--- config.mk ---
export PLATFORM = sky130hd
export DESIGN_NAME = leibniz_series_seq_flat
export DESIGN_NICKNAME = d
export VERILOG_FILES = /design/src/rtl/leibniz_series_seq_pkg.sv /design/src/rtl/leibniz_series_seq_if.sv /design/src/rtl/leibniz_series_seq_div.sv /design/src/rtl/leibniz_series_seq.sv /design/src/flat_wrapper.sv
export SDC_FILE = /design/constraint.sdc
export NUM_CORES = 1
export LEC_CHECK = 0
export CORE_ASPECT_RATIO = 0.5
export CORE_UTILIZATION = 50
export CTS_CLUSTER_DIAMETER = 50
export DETAILED_ROUTE_END_ITERATION = 7
export PLACE_DENSITY = 0.79
export SETUP_SLACK_MARGIN = 0.5
export SYNTH_ARGS = -nofsm -noshare
export SYNTH_HDL_FRONTEND = slang
export SYNTH_SLANG_ARGS = --single-unit
--- constraint.sdc ---
create_clock -name clk_2 -period 4.85 [get_ports clk_2]
set_input_delay 0.97 -clock clk_2 [delete_from_list [all_inputs] [get_ports clk_2]]
set_output_delay 0.97 -clock clk_2 [all_outputs]
set_load 0.02 [all_outputs]
--- src/rtl/leibniz_series_seq_pkg.sv ---
// Shared types and width/constant helpers for the sequential Leibniz series engine.
package leibniz_pkg;

  typedef enum logic [2:0] {
    IDLE,
    SETUP,
    DIV,
    ACC,
    DONE
  } leibniz_state_t;

  // Upper bound on RW for the M constant builder.
  localparam int MAX_W = 128;

  function automatic int rw_f(input int frac_digits);
    return 4 * frac_digits + 3;
  endfunction

  function automatic int dw_f(input int a_width, input int terms);
    return a_width + $clog2(4 * terms);
  endfunction

  // M = 4 * 16^frac_digits is a single set bit at position 4*frac_digits+2.
  function automatic logic [MAX_W-1:0] m_const_f(input int frac_digits);
    logic [MAX_W-1:0] m;
    m = '0;
    m[4 * frac_digits + 2] = 1'b1;
    return m;
  endfunction

endpackage

--- src/rtl/leibniz_series_seq_if.sv ---
// Start/busy/done handshake and result bus of the Leibniz series engine.
interface leibniz_series_seq_if #(
  parameter int A_WIDTH = 8,
  parameter int RW      = 63
) ();
  logic               start;
  logic [A_WIDTH-1:0] a;
  logic               busy;
  logic               done;
  logic               err;
  logic [RW-1:0]      v;

  modport master (output start, output a, input busy, input done, input err, input v);
  modport slave  (input start, input a, output busy, output done, output err, output v);
endinterface

--- src/rtl/leibniz_series_seq_div.sv ---
// Sequential restoring divider: one quotient bit per step, MSB first.
module restoring_div_seq #(
  parameter int RW = 63,
  parameter int DW = 12
) (
  input  logic          clk_2,
  input  logic          reset_n,
  input  logic          load_i,
  input  logic          step_i,
  input  logic [RW-1:0] dividend_i,
  input  logic [DW-1:0] divisor_i,
  output logic [RW-1:0] q_o,
  output logic [DW-1:0] r_o,
  output logic          last_o
);
  localparam int CW = $clog2(RW);

  logic [RW-1:0] dvd_q;
  logic [RW-1:0] q_q;
  logic [DW-1:0] d_q;
  logic [DW-1:0] r_q;
  logic [CW-1:0] cnt_q;
  logic [DW:0]   r_shift_d;
  logic [DW:0]   r_sub_d;
  logic          ge_d;

  // The partial remainder stays below d, so both candidates fit back into DW bits.
  always_comb begin
    r_shift_d = {r_q, dvd_q[RW-1]};
    ge_d      = (r_shift_d >= {1'b0, d_q});
    r_sub_d   = r_shift_d - {1'b0, d_q};
  end

  always_ff @(posedge clk_2) begin
    if (!reset_n) begin
      dvd_q <= '0;
      q_q   <= '0;
      d_q   <= '0;
      r_q   <= '0;
      cnt_q <= '0;
    end else if (load_i) begin
      dvd_q <= dividend_i;
      d_q   <= divisor_i;
      r_q   <= '0;
      q_q   <= '0;
      cnt_q <= CW'(RW - 1);
    end else if (step_i) begin
      dvd_q <= {dvd_q[RW-2:0], 1'b0};
      q_q   <= {q_q[RW-2:0], ge_d};
      r_q   <= ge_d ? r_sub_d[DW-1:0] : r_shift_d[DW-1:0];
      if (cnt_q != '0) cnt_q <= cnt_q - CW'(1);
    end
  end

  assign q_o    = q_q;
  assign r_o    = r_q;
  assign last_o = (cnt_q == '0);

endmodule

--- src/rtl/leibniz_series_seq.sv ---
// Alternating-series (Leibniz) evaluator using one shared sequential divider.
// Optional build macro LEIBNIZ_ROUND_EN: round each quotient to nearest instead of truncating.
module leibniz_series_seq
  import leibniz_pkg::*;
#(
  parameter int FRAC_DIGITS = 15,
  parameter int TERMS       = 4,
  parameter int A_WIDTH     = 8
) (
  input logic                clk_2,
  input logic                reset_n,
  leibniz_series_seq_if.slave bus
);
  localparam int RW = rw_f(FRAC_DIGITS);
  localparam int DW = dw_f(A_WIDTH, TERMS);
  localparam int KW = (2 * TERMS > 1) ? $clog2(2 * TERMS) : 1;
  localparam logic [MAX_W-1:0] M_FULL = m_const_f(FRAC_DIGITS);
  localparam logic [RW-1:0]    M      = M_FULL[RW-1:0];
`ifdef LEIBNIZ_ROUND_EN
  localparam bit ROUND_EN = 1'b1;
`else
  localparam bit ROUND_EN = 1'b0;
`endif

  leibniz_state_t     state_q;
  logic [A_WIDTH-1:0] a_q;
  logic [KW-1:0]      k_q;
  logic [RW-1:0]      acc_q;
  logic [RW-1:0]      v_q;
  logic               busy_q;
  logic               done_q;
  logic               err_q;

  logic [DW-1:0]      divisor_d;
  logic [RW-1:0]      q_div;
  logic [DW-1:0]      r_div;
  logic               last_div;
  logic [RW-1:0]      q_adj_d;
  logic [RW-1:0]      acc_d;

  function automatic logic [RW-1:0] round_q_f(input logic [RW-1:0] q,
                                              input logic [DW-1:0] r,
                                              input logic [DW-1:0] d);
    logic up;
    up = ({r, 1'b0} >= {1'b0, d});
    return q + RW'(up);
  endfunction

  // Even k adds M/(a+2k), odd k subtracts it; quotients shrink with k so acc stays in [0, M].
  always_comb begin
    divisor_d = DW'(a_q) + DW'({k_q, 1'b0});
    q_adj_d   = ROUND_EN ? round_q_f(q_div, r_div, divisor_d) : q_div;
    acc_d     = k_q[0] ? (acc_q - q_adj_d) : (acc_q + q_adj_d);
  end

  restoring_div_seq #(
    .RW(RW),
    .DW(DW)
  ) u_div (
    .clk_2     (clk_2),
    .reset_n   (reset_n),
    .load_i    (state_q == SETUP),
    .step_i    (state_q == DIV),
    .dividend_i(M),
    .divisor_i (divisor_d),
    .q_o       (q_div),
    .r_o       (r_div),
    .last_o    (last_div)
  );

  always_ff @(posedge clk_2) begin
    if (!reset_n) begin
      state_q <= IDLE;
      a_q     <= '0;
      k_q     <= '0;
      acc_q   <= '0;
      v_q     <= '0;
      busy_q  <= 1'b0;
      done_q  <= 1'b0;
      err_q   <= 1'b0;
    end else begin
      done_q <= 1'b0;
      case (state_q)
        IDLE: begin
          if (bus.start) begin
            busy_q <= 1'b1;
            if (bus.a == '0) begin
              err_q   <= 1'b1;
              v_q     <= '0;
              state_q <= DONE;
            end else begin
              err_q   <= 1'b0;
              a_q     <= bus.a;
              acc_q   <= '0;
              k_q     <= '0;
              state_q <= SETUP;
            end
          end
        end
        SETUP: state_q <= DIV;
        DIV: begin
          if (last_div) state_q <= ACC;
        end
        ACC: begin
          acc_q <= acc_d;
          k_q   <= k_q + KW'(1);
          if (k_q == KW'(2 * TERMS - 1)) state_q <= DONE;
          else                           state_q <= SETUP;
        end
        DONE: begin
          if (!err_q) v_q <= acc_q;
          done_q  <= 1'b1;
          busy_q  <= 1'b0;
          state_q <= IDLE;
        end
        default: state_q <= IDLE;
      endcase
    end
  end

  assign bus.busy = busy_q;
  assign bus.done = done_q;
  assign bus.err  = err_q;
  assign bus.v    = v_q;

endmodule
--- src/flat_wrapper.sv ---
// flat-port wrapper written by rule: the top's interface ports become plain ports
module leibniz_series_seq_flat import leibniz_pkg::*;
#(
  parameter int FRAC_DIGITS = 15,
  parameter int TERMS       = 4,
  parameter int A_WIDTH     = 8
)
  (clk_2, reset_n, bus_start, bus_a, bus_busy, bus_done, bus_err, bus_v);
  leibniz_series_seq_if #(.A_WIDTH(A_WIDTH)) bus_i ();
  input logic clk_2;
  input logic reset_n;
  input wire logic [$bits(bus_i.start)-1:0] bus_start;
  input wire logic [$bits(bus_i.a)-1:0] bus_a;
  output wire logic [$bits(bus_i.busy)-1:0] bus_busy;
  output wire logic [$bits(bus_i.done)-1:0] bus_done;
  output wire logic [$bits(bus_i.err)-1:0] bus_err;
  output wire logic [$bits(bus_i.v)-1:0] bus_v;
  assign bus_i.start = bus_start;
  assign bus_i.a = bus_a;
  assign bus_busy = bus_i.busy;
  assign bus_done = bus_i.done;
  assign bus_err = bus_i.err;
  assign bus_v = bus_i.v;
  leibniz_series_seq #(.FRAC_DIGITS(FRAC_DIGITS), .TERMS(TERMS), .A_WIDTH(A_WIDTH)) u_core (.clk_2(clk_2), .reset_n(reset_n), .bus(bus_i));
endmodule
==> results of run 1 <==
final cells by class:
class                   instances  area (sq um)  area share, %
clock buffers                  29         638.1          3.901
clock inverters                 8         72.57         0.4436
well taps                     374         467.9          2.861
repair buffers                131          1185          7.243
multi-input cells            1453          9117          55.74
flip-flops and latches        234          4701          28.74
inverters                      47         176.4          1.078
logic make-up (layout without fill, tap and decap cells):
| family | after synthesis | after routing | synth area share, % |
|---|---|---|---|
| AND/OR/NAND/NOR | 706 | 706 | 22.97 |
| AO/OA/AOI/OAI | 526 | 526 | 22.61 |
| flip-flops | 234 | 234 | 33.58 |
| buffers and inverters | 159 | 215 | 4.485 |
| XOR/XNOR | 134 | 134 | 8.467 |
| adder cells (fa/ha/maj) | 82 | 82 | 7.516 |
| multiplexers | 5 | 5 | 0.3678 |
sequential cells by signal, summed over array words and instances (netlist names), 3 cells and up:
signal,cells
u_core.a_q,8
u_core.acc_q,63
u_core.bus.v,63
u_core.k_q,3
u_core.state_q,3
u_core.u_div.cnt_q,6
u_core.u_div.d_q,9
u_core.u_div.q_o,63
u_core.u_div.r_o,12
worst max path at each step:
| stage | endpoint | slack (ns) | cells past startpoint |
|---|---|---|---|
| CTS | u_core.acc_q[61] | 0.42 | 17 |
| floorplan | u_core.acc_q[61] | 0.60 | 18 |
| global placement | u_core.acc_q[61] | 0.26 | 16 |
| detailed placement | u_core.acc_q[61] | 0.19 | 16 |
| global route | u_core.acc_q[49] | 0.27 | 18 |
| finish | u_core.acc_q[48] | 0.39 | 15 |
Yosys cell counts (9+ instances only):
cell type,n,area [sq um]
a211oi_1,15,112.6
a21boi_0,25,187.7
a21o_1,39,292.8
a21oi_1,248,1241
a22oi_1,10,75.07
a31oi_1,18,112.6
and2_1,22,137.6
and3_1,9,56.30
buf_1,12,45.04
clkbuf_1,91,341.6
dfxtp_1,234,4684
ha_1,79,988.5
inv_1,47,176.4
nand2_1,330,1239
nand2b_1,10,62.56
nand3_1,32,160.2
nand4_1,21,131.4
nor2_1,163,611.8
nor2b_1,28,175.2
nor3_1,39,195.2
nor4_1,13,81.33
o21a_1,15,112.6
o21ai_0,85,425.4
o21ai_1,9,45.04
o21bai_1,11,82.58
xnor2_1,102,893.4
xor2_1,31,271.5
per-stage QoR:
| stage | instances | hold slack (ns) | setup WS [ns] |
|---|---|---|---|
| 3_3_place_gp | 2206 | 0.4526 | 0.2568 |
| 5_1_grt | 2276 | 0.5004 | 0.2668 |
| 6_report | 2276 | 0.4674 | 0.3885 |
| 4_1_cts | 2257 | 0.4721 | 0.4230 |
| 3_5_place_dp | 2206 | 0.4652 | 0.1859 |
| 2_1_floorplan | 1846 | 0.4410 | 0.5974 |
worst register-to-register path: stages (launching register included):
cell and delay, ns:
dfxtp_2 0.34, or4_4 0.56, nor3b_4 0.30, and4_4 0.31, and3b_2 0.25, a31oi_1 0.12, xnor2_1 0.39, ha_4 0.26
buf_4 0.12, nand4_1 0.14, or4_4 0.59, o21ai_4 0.25, nand4_1 0.15, o31a_1 0.29, xor2_1 0.18, o21ai_1 0.09
cells in the final DEF, fill, tap and decap left out, types with 9 or more instances in the layout:
| cell | n |
|---|---|
| nand2_1 | 324 |
| a21oi_1 | 236 |
| dfxtp_1 | 225 |
| nor2_1 | 160 |
| xnor2_1 | 99 |
| clkdlybuf4s50_1 | 75 |
| o21ai_0 | 74 |
| ha_1 | 58 |
| buf_4 | 53 |
| inv_1 | 46 |
| a21o_1 | 39 |
| nor3_1 | 34 |
| xor2_1 | 31 |
| nand3_1 | 30 |
| nor2b_1 | 27 |
| clkbuf_16 | 23 |
| a21boi_0 | 22 |
| nand4_1 | 21 |
| and2_1 | 19 |
| a31oi_1 | 17 |
| o21ai_1 | 16 |
| ha_2 | 16 |
| o21a_1 | 15 |
| a211oi_1 | 14 |
| a21oi_2 | 11 |
| o21bai_1 | 11 |
| nor4_1 | 10 |
| a22oi_1 | 10 |
| nand2b_1 | 9 |
where the power goes:
| group | switching [uW] | leakage, uW | internal, uW |
|---|---|---|---|
| registers | 274 | 0.00190 | 2260 |
| clock network | 754 | 0.000345 | 976 |
| logic | 5570 | 0.00414 | 4140 |
| total | 6600 | 0.00638 | 7380 |
repair_timing:
action,CTS,global route
pin swaps,14,46
resized for setup,33,90
buffers inserted,14,19
setup endpoints to repair,16,28
gates cloned,0,0
layer usage:
| layer | wire, microns | track usage (%) | part of all wire [%] |
|---|---|---|---|
| met2 | 16090 | 38.03 | 44 |
| met1 | 17220 | 34.40 | 48 |
| met3 | 2062 | 4.348 | 5.7 |
| met5 | 0 | 0 | 0 |
| met4 | 818 | 6.931 | 2.3 |
==> run_results.csv, run 1 <==
group,metric,value,unit
drt,wl_per_cell,15.90,microns
clock_network,hold_buffers,0,
timing,setup_viol,0,
timing,min_period,4.461,ns
timing,worstMarginPinSlew,1.131,ns
synthesis,ys_seq_elements,234,
drt,vias_per_cell,5.689,
drt,first_pass_iters,7,
finish,fin_util,60.80,%
synthesis,syn_area,0.01395,sq mm
synthesis,syn_inst,1846,
clock_network,cts_tree,"done",
worst_setup_path,critPathKind,"reg -> reg",
flow_run,maxCapViolCount,0,
worst_setup_path,r2r_setup_slack,0.39,ns
timing,rsz0062_at_grt,"yes",
grt,antenna_found_initial,0,
clock_network,clk_pin_slew,0.07,ns
timing,max_slew_margin,24.31,%
clock_network,cts_buffer_depth,3,
floorplanning,row_count,42,
synthesis,seq_area_frac_synth,33.58,%
status,outcome,"finished, final reports clean",
floorplanning,io_pins,77,
grt,grt_pass1_vias,11620,
floorplanning,dieWidth,238.2,microns
placement,dp_hpwl,24860,microns
clock_network,htreeDepth,1,
drt,antenna_left,0,
pwr,powerDensity,854.7,mW/mm^2
worst_setup_path,r2r-end,"u_core.acc_q[48]",
timing,timing.fmax,224.1,MHz
finish,drive_above_1_share,10.94,%
worst_hold_path,min_to,"u_core.u_div.d_q[3]",
worst_setup_path,timing.rr.start,"u_core.u_div.q_o[11]",
floorplanning,die_y,120.1,microns
timing,finalMaxSlewViolations,0,
worst_setup_path,critPathMaxStageDelay,0.59,ns
finish,nFillCells,2417,
grt,grt_pass1_wl,57750,microns
finish,final_nets,1982,
synthesis,yosys_most_used_dff,"dfxtp_1",
pwr,finalPower,13980,uW
synthesis,synth_edf_count,0,
placement,portBuffers,76,
grt,grt-ovfl-total,0,
worst_setup_path,worst-path-buf-inv,1,
finish,area_growth,17.27,%
floorplanning,start_util,51.85,%
floorplanning,dieArea,0.02861,sq mm
clock_network,cts_buffers,22,
worst_setup_path,crit_path_start,"u_core.u_div.q_o[11]",
worst_setup_path,crit_path_max_fanout,7,
finish,antenna_cells,0,
worst_setup_path,reg2reg_depth,15,
placement,routabilityCongestion,0.9410,
grt,grt_max_degree,72,
worst_setup_path,path_delay_family,"simple AND/OR/NAND/NOR gates",
synthesis,avgSynthCellArea,7.557,sq um
timing,hold_viol_final,0,
worst_setup_path,crit_slowest_cell,"or4_4",
worst_hold_path,hold_depth,2,
drt,routed_wl,36190,microns
worst_hold_path,hold_path.class,"reg -> reg",
worst_setup_path,required,5.25,ns
clock_network,clk_latency,0.53,ns
timing,setup-tns-final,0,ns
timing,clock_skew,0.009122,ns
synthesis,synth.distinct_cells,78,
clock_network,clock_sinks,234,
drt,drc_errors,0,
finish,finalInstanceArea,0.01636,sq mm
synthesis,yosysWarnings,0,
placement,dpl_cell_area,0.01491,sq mm
worst_setup_path,worstPathCellList,"or4_4 -> nor3b_4 -> and4_4 -> and3b_2 -> a31oi_1 -> xnor2_1 -> ha_4 -> buf_4 -> nand4_1 -> or4_4 -> o21ai_4 -> nand4_1 -> o31a_1 -> xor2_1 -> o21ai_1",
timing,min_period_over_period,91.99,%
drt,vias,12950,
clock_network,cts_root_buf,"clkbuf_16",
worst_setup_path,start_kind,"register",
synthesis,syn_nets,1939,
synthesis,async_flop_share,0,%
pwr,power_leakage,0.006383,uW
pwr,ir_worst_vdd,405.2,uV
worst_setup_path,crit_path_end_kind,"register",
worst_hold_path,hold_start,"u_core.u_div.d_q[3]",
floorplanning,core_area,0.02691,sq mm
drt,drt-initial-drc-count,1065,
grt,grt_usage,24.40,%
worst_setup_path,cp_data_arrival_time,4.86,ns
Note: power is estimated with default switching activity, not from simulation.
==> run 2, diff against run 1 <==
CORE_UTILIZATION = 60   (was 50)
PLACE_DENSITY = 0.9   (was 0.79)
==> run 2 against run 1 <==
Against the previous run:
- the run now ends with DRC left
- clock skew about the same
- clock power increased by 9%
- final area increased by 1.2%
- register-to-register slack improved by 0.03 ns
- sequential power about the same
- total power increased by 3.4%
- cell count decreased by 2.7%
- flip-flop and latch count unchanged
- critical path depth increased by 1
- non-clock buffer count increased by 4
- worst hold slack improved by 0.0051 ns
- routed wire length increased by 3.7%
- critical endpoint is now u_core.acc_q[61]
==> run_results.csv, run 2 (synthesized netlist as in run 1, its figures left out) <==
group,metric,value,unit
pwr,powerDensity,873.1,mW/mm^2
pwr,power_leakage,0.006488,uW
grt,antenna_found_initial,0,
floorplanning,dieWidth,217.6,microns
finish,area_growth,18.67,%
grt,grt_usage,28.23,%
floorplanning,dieArea,0.02390,sq mm
timing,clock_skew,0.008866,ns
drt,drc_errors,1,
timing,fin_ws,0.4185,ns
clock_network,htreeDepth,1,
timing,rsz0062_at_grt,"yes",
finish,drive_above_1_share,12.53,%
clock_network,cts_buffer_depth,3,
pwr,switching_share,47.36,%
drt,routed_wl,37520,microns
worst_setup_path,cp_data_arrival_time,4.90,ns
finish,final_cell_mix,"nand2_1, a21oi_1, dfxtp_1, nor2_1, xnor2_1",
timing,timing.fmax,225.7,MHz
drt,drt-initial-drc-count,1372,
drt,wl_per_cell,16.94,microns
worst_hold_path,hold_path.class,"reg -> reg",
timing,setup-tns-final,0,ns
timing,setup_viol,0,
worst_setup_path,critPathMaxStageDelay,0.57,ns
flow_run,maxCapViolCount,0,
worst_setup_path,critPathKind,"reg -> reg",
pwr,p_switching,6844,uW
grt,grt_pass1_wl,55630,microns
clock_network,cts_tree,"done",
timing,max_slew_margin,26.60,%
floorplanning,die_y,109.8,microns
clock_network,clock_sinks,234,
timing,finalMaxSlewViolations,0,
floorplanning,start_util,61.21,%
clock_network,cts_root_buf,"clkbuf_16",
floorplanning,row_count,39,
placement,dpl_cell_area,0.01479,sq mm
pwr,p_int,7608,uW
grt,grt_max_degree,77,
clock_network,clk_pin_slew,0.07,ns
placement,routabilityCongestion,0.9761,
status,violations,"DRC",
placement,dp_hpwl,23940,microns
worst_setup_path,start_kind,"register",
finish,antenna_cells,0,
timing,min_period_over_period,91.37,%
finish,layout_commonest_cell,"nand2_1",
placement,portBuffers,76,
worst_setup_path,worstPathCellList,"or4_4 -> nor3_4 -> and4_4 -> buf_6 -> a31oi_2 -> xnor2_1 -> ha_1 -> nand4_1 -> nor4_4 -> nand2_1 -> o22a_1 -> a21oi_2 -> a31o_2 -> o22ai_2 -> or4b_1 -> nand3_1",
clock_network,cts_buffers,22,
pwr,ir_worst_vdd,446.4,uV
drt,antenna_left,0,
clock_network,clk_latency,0.53,ns
floorplanning,io_pins,77,
pwr,p_seq_share,17.7,%
drt,vias,13510,
worst_setup_path,required,5.31,ns
finish,final_nets,1986,
finish,finalInstanceArea,0.01655,sq mm
drt,vias_per_cell,6.098,
timing,hold_viol_final,0,
worst_setup_path,crit_path_max_fanout,5,
grt,grt_pass1_vias,11440,
placement,place_ws,0.2020,ns
status,outcome,"complete, but fails checks",
drt,first_pass_iters,8,
floorplanning,core_area,0.02279,sq mm
worst_setup_path,crit_path_end_kind,"register",
worst_setup_path,worst-path-buf-inv,1,
pwr,clkPwrFrac,13.1,%
clock_network,hold_buffers,0,
timing,worstMarginPinSlew,1.097,ns
grt,grt-ovfl-total,0,
worst_setup_path,crit_slowest_cell,"or4_4",
pwr,share_comb_of_total_power,69.3,%
worst_setup_path,path_delay_family,"simple AND/OR/NAND/NOR gates",
timing,min_period,4.431,ns
==> run 2: cell count changes in the layout (fill, tap and decap cells not counted), sizes merged <==
cell	delta
buf	+4
bufinv	+3
clkinvlp	-2
clkbuf	+1
clkinv	-1
inv	+1
==> run 2: routing by layer <==
| layer | up-vias | share of wire (%) | track usage (%) |
|---|---|---|---|
| li1 | 6483 | - | - |
| met3 | 156 | 7.4 | 4.730 |
| met4 | 0 | 3.5 | 9.557 |
| met1 | 6290 | 45 | 39.09 |
| met5 | - | 0 | 0 |
| met2 | 578 | 45 | 44.68 |
==> run 2: layout make-up <==
class | instances | area [sq um]
inverter | 47 | 176.4
clock inverter | 9 | 158.9
clock buffer | 30 | 621.8
sequential | 234 | 4707
tap | 307 | 384.1
timing repair buffer | 135 | 1215
fill | 1622 | 6235
multi-input combinational | 1453 | 9290
==> run 2: worst reg2reg max path: cells and delay by family (launching register included) <==
kind            cells  cell delay [ns]
buf+inv             1             0.12
flops               1             0.36
xor+xnor            1             0.18
fa+ha+maj           1             0.40
simple gates        8             2.42
compound gates      5             0.90
==> run 2: through the flow <==
step | total power (uW) | hold WS, ns | instances | util (%)
2_1_floorplan | 8851 | 0.4410 | 1846 | -
3_3_place_gp | 10680 | 0.4519 | 2134 | 64.91
3_5_place_dp | 10790 | 0.4624 | 2134 | 64.91
4_1_cts | 13000 | 0.4754 | 2185 | 69.49
5_1_grt | 15280 | 0.4936 | 2215 | 72.64
6_report | 14450 | 0.4725 | 2215 | 72.64
==> run 2: final timing paths <==
path                               end  slack, ns                 start  cells past startpoint
setup / recovery      u_core.acc_q[61]       0.42  u_core.u_div.q_o[15]                     16
setup reg to reg      u_core.acc_q[61]       0.42  u_core.u_div.q_o[15]                     16
hold reg to reg   u_core.u_div.q_o[62]       0.47  u_core.u_div.q_o[62]                      2
hold / removal    u_core.u_div.q_o[62]       0.47  u_core.u_div.q_o[62]                      2
==> run 2: power groups by stage <==
| stage | clock network (uW) | logic [uW] | registers [uW] |
|---|---|---|---|
| 2_1_floorplan | 0 | 6180 | 2670 |
| 3_3_place_gp | 0 | 8120 | 2560 |
| 3_5_place_dp | 0 | 8220 | 2570 |
| 4_1_cts | 1910 | 8560 | 2540 |
| 5_1_grt | 1990 | 10700 | 2590 |
| 6_report | 1890 | 10000 | 2550 |
==> run 2: what timing repair did <==
item	in CTS	in global routing
endpoints found under the setup margin	16	26
gates resized for setup	38	119
pin swaps	21	62
endpoints found under the hold margin	0	0
setup buffers	12	30
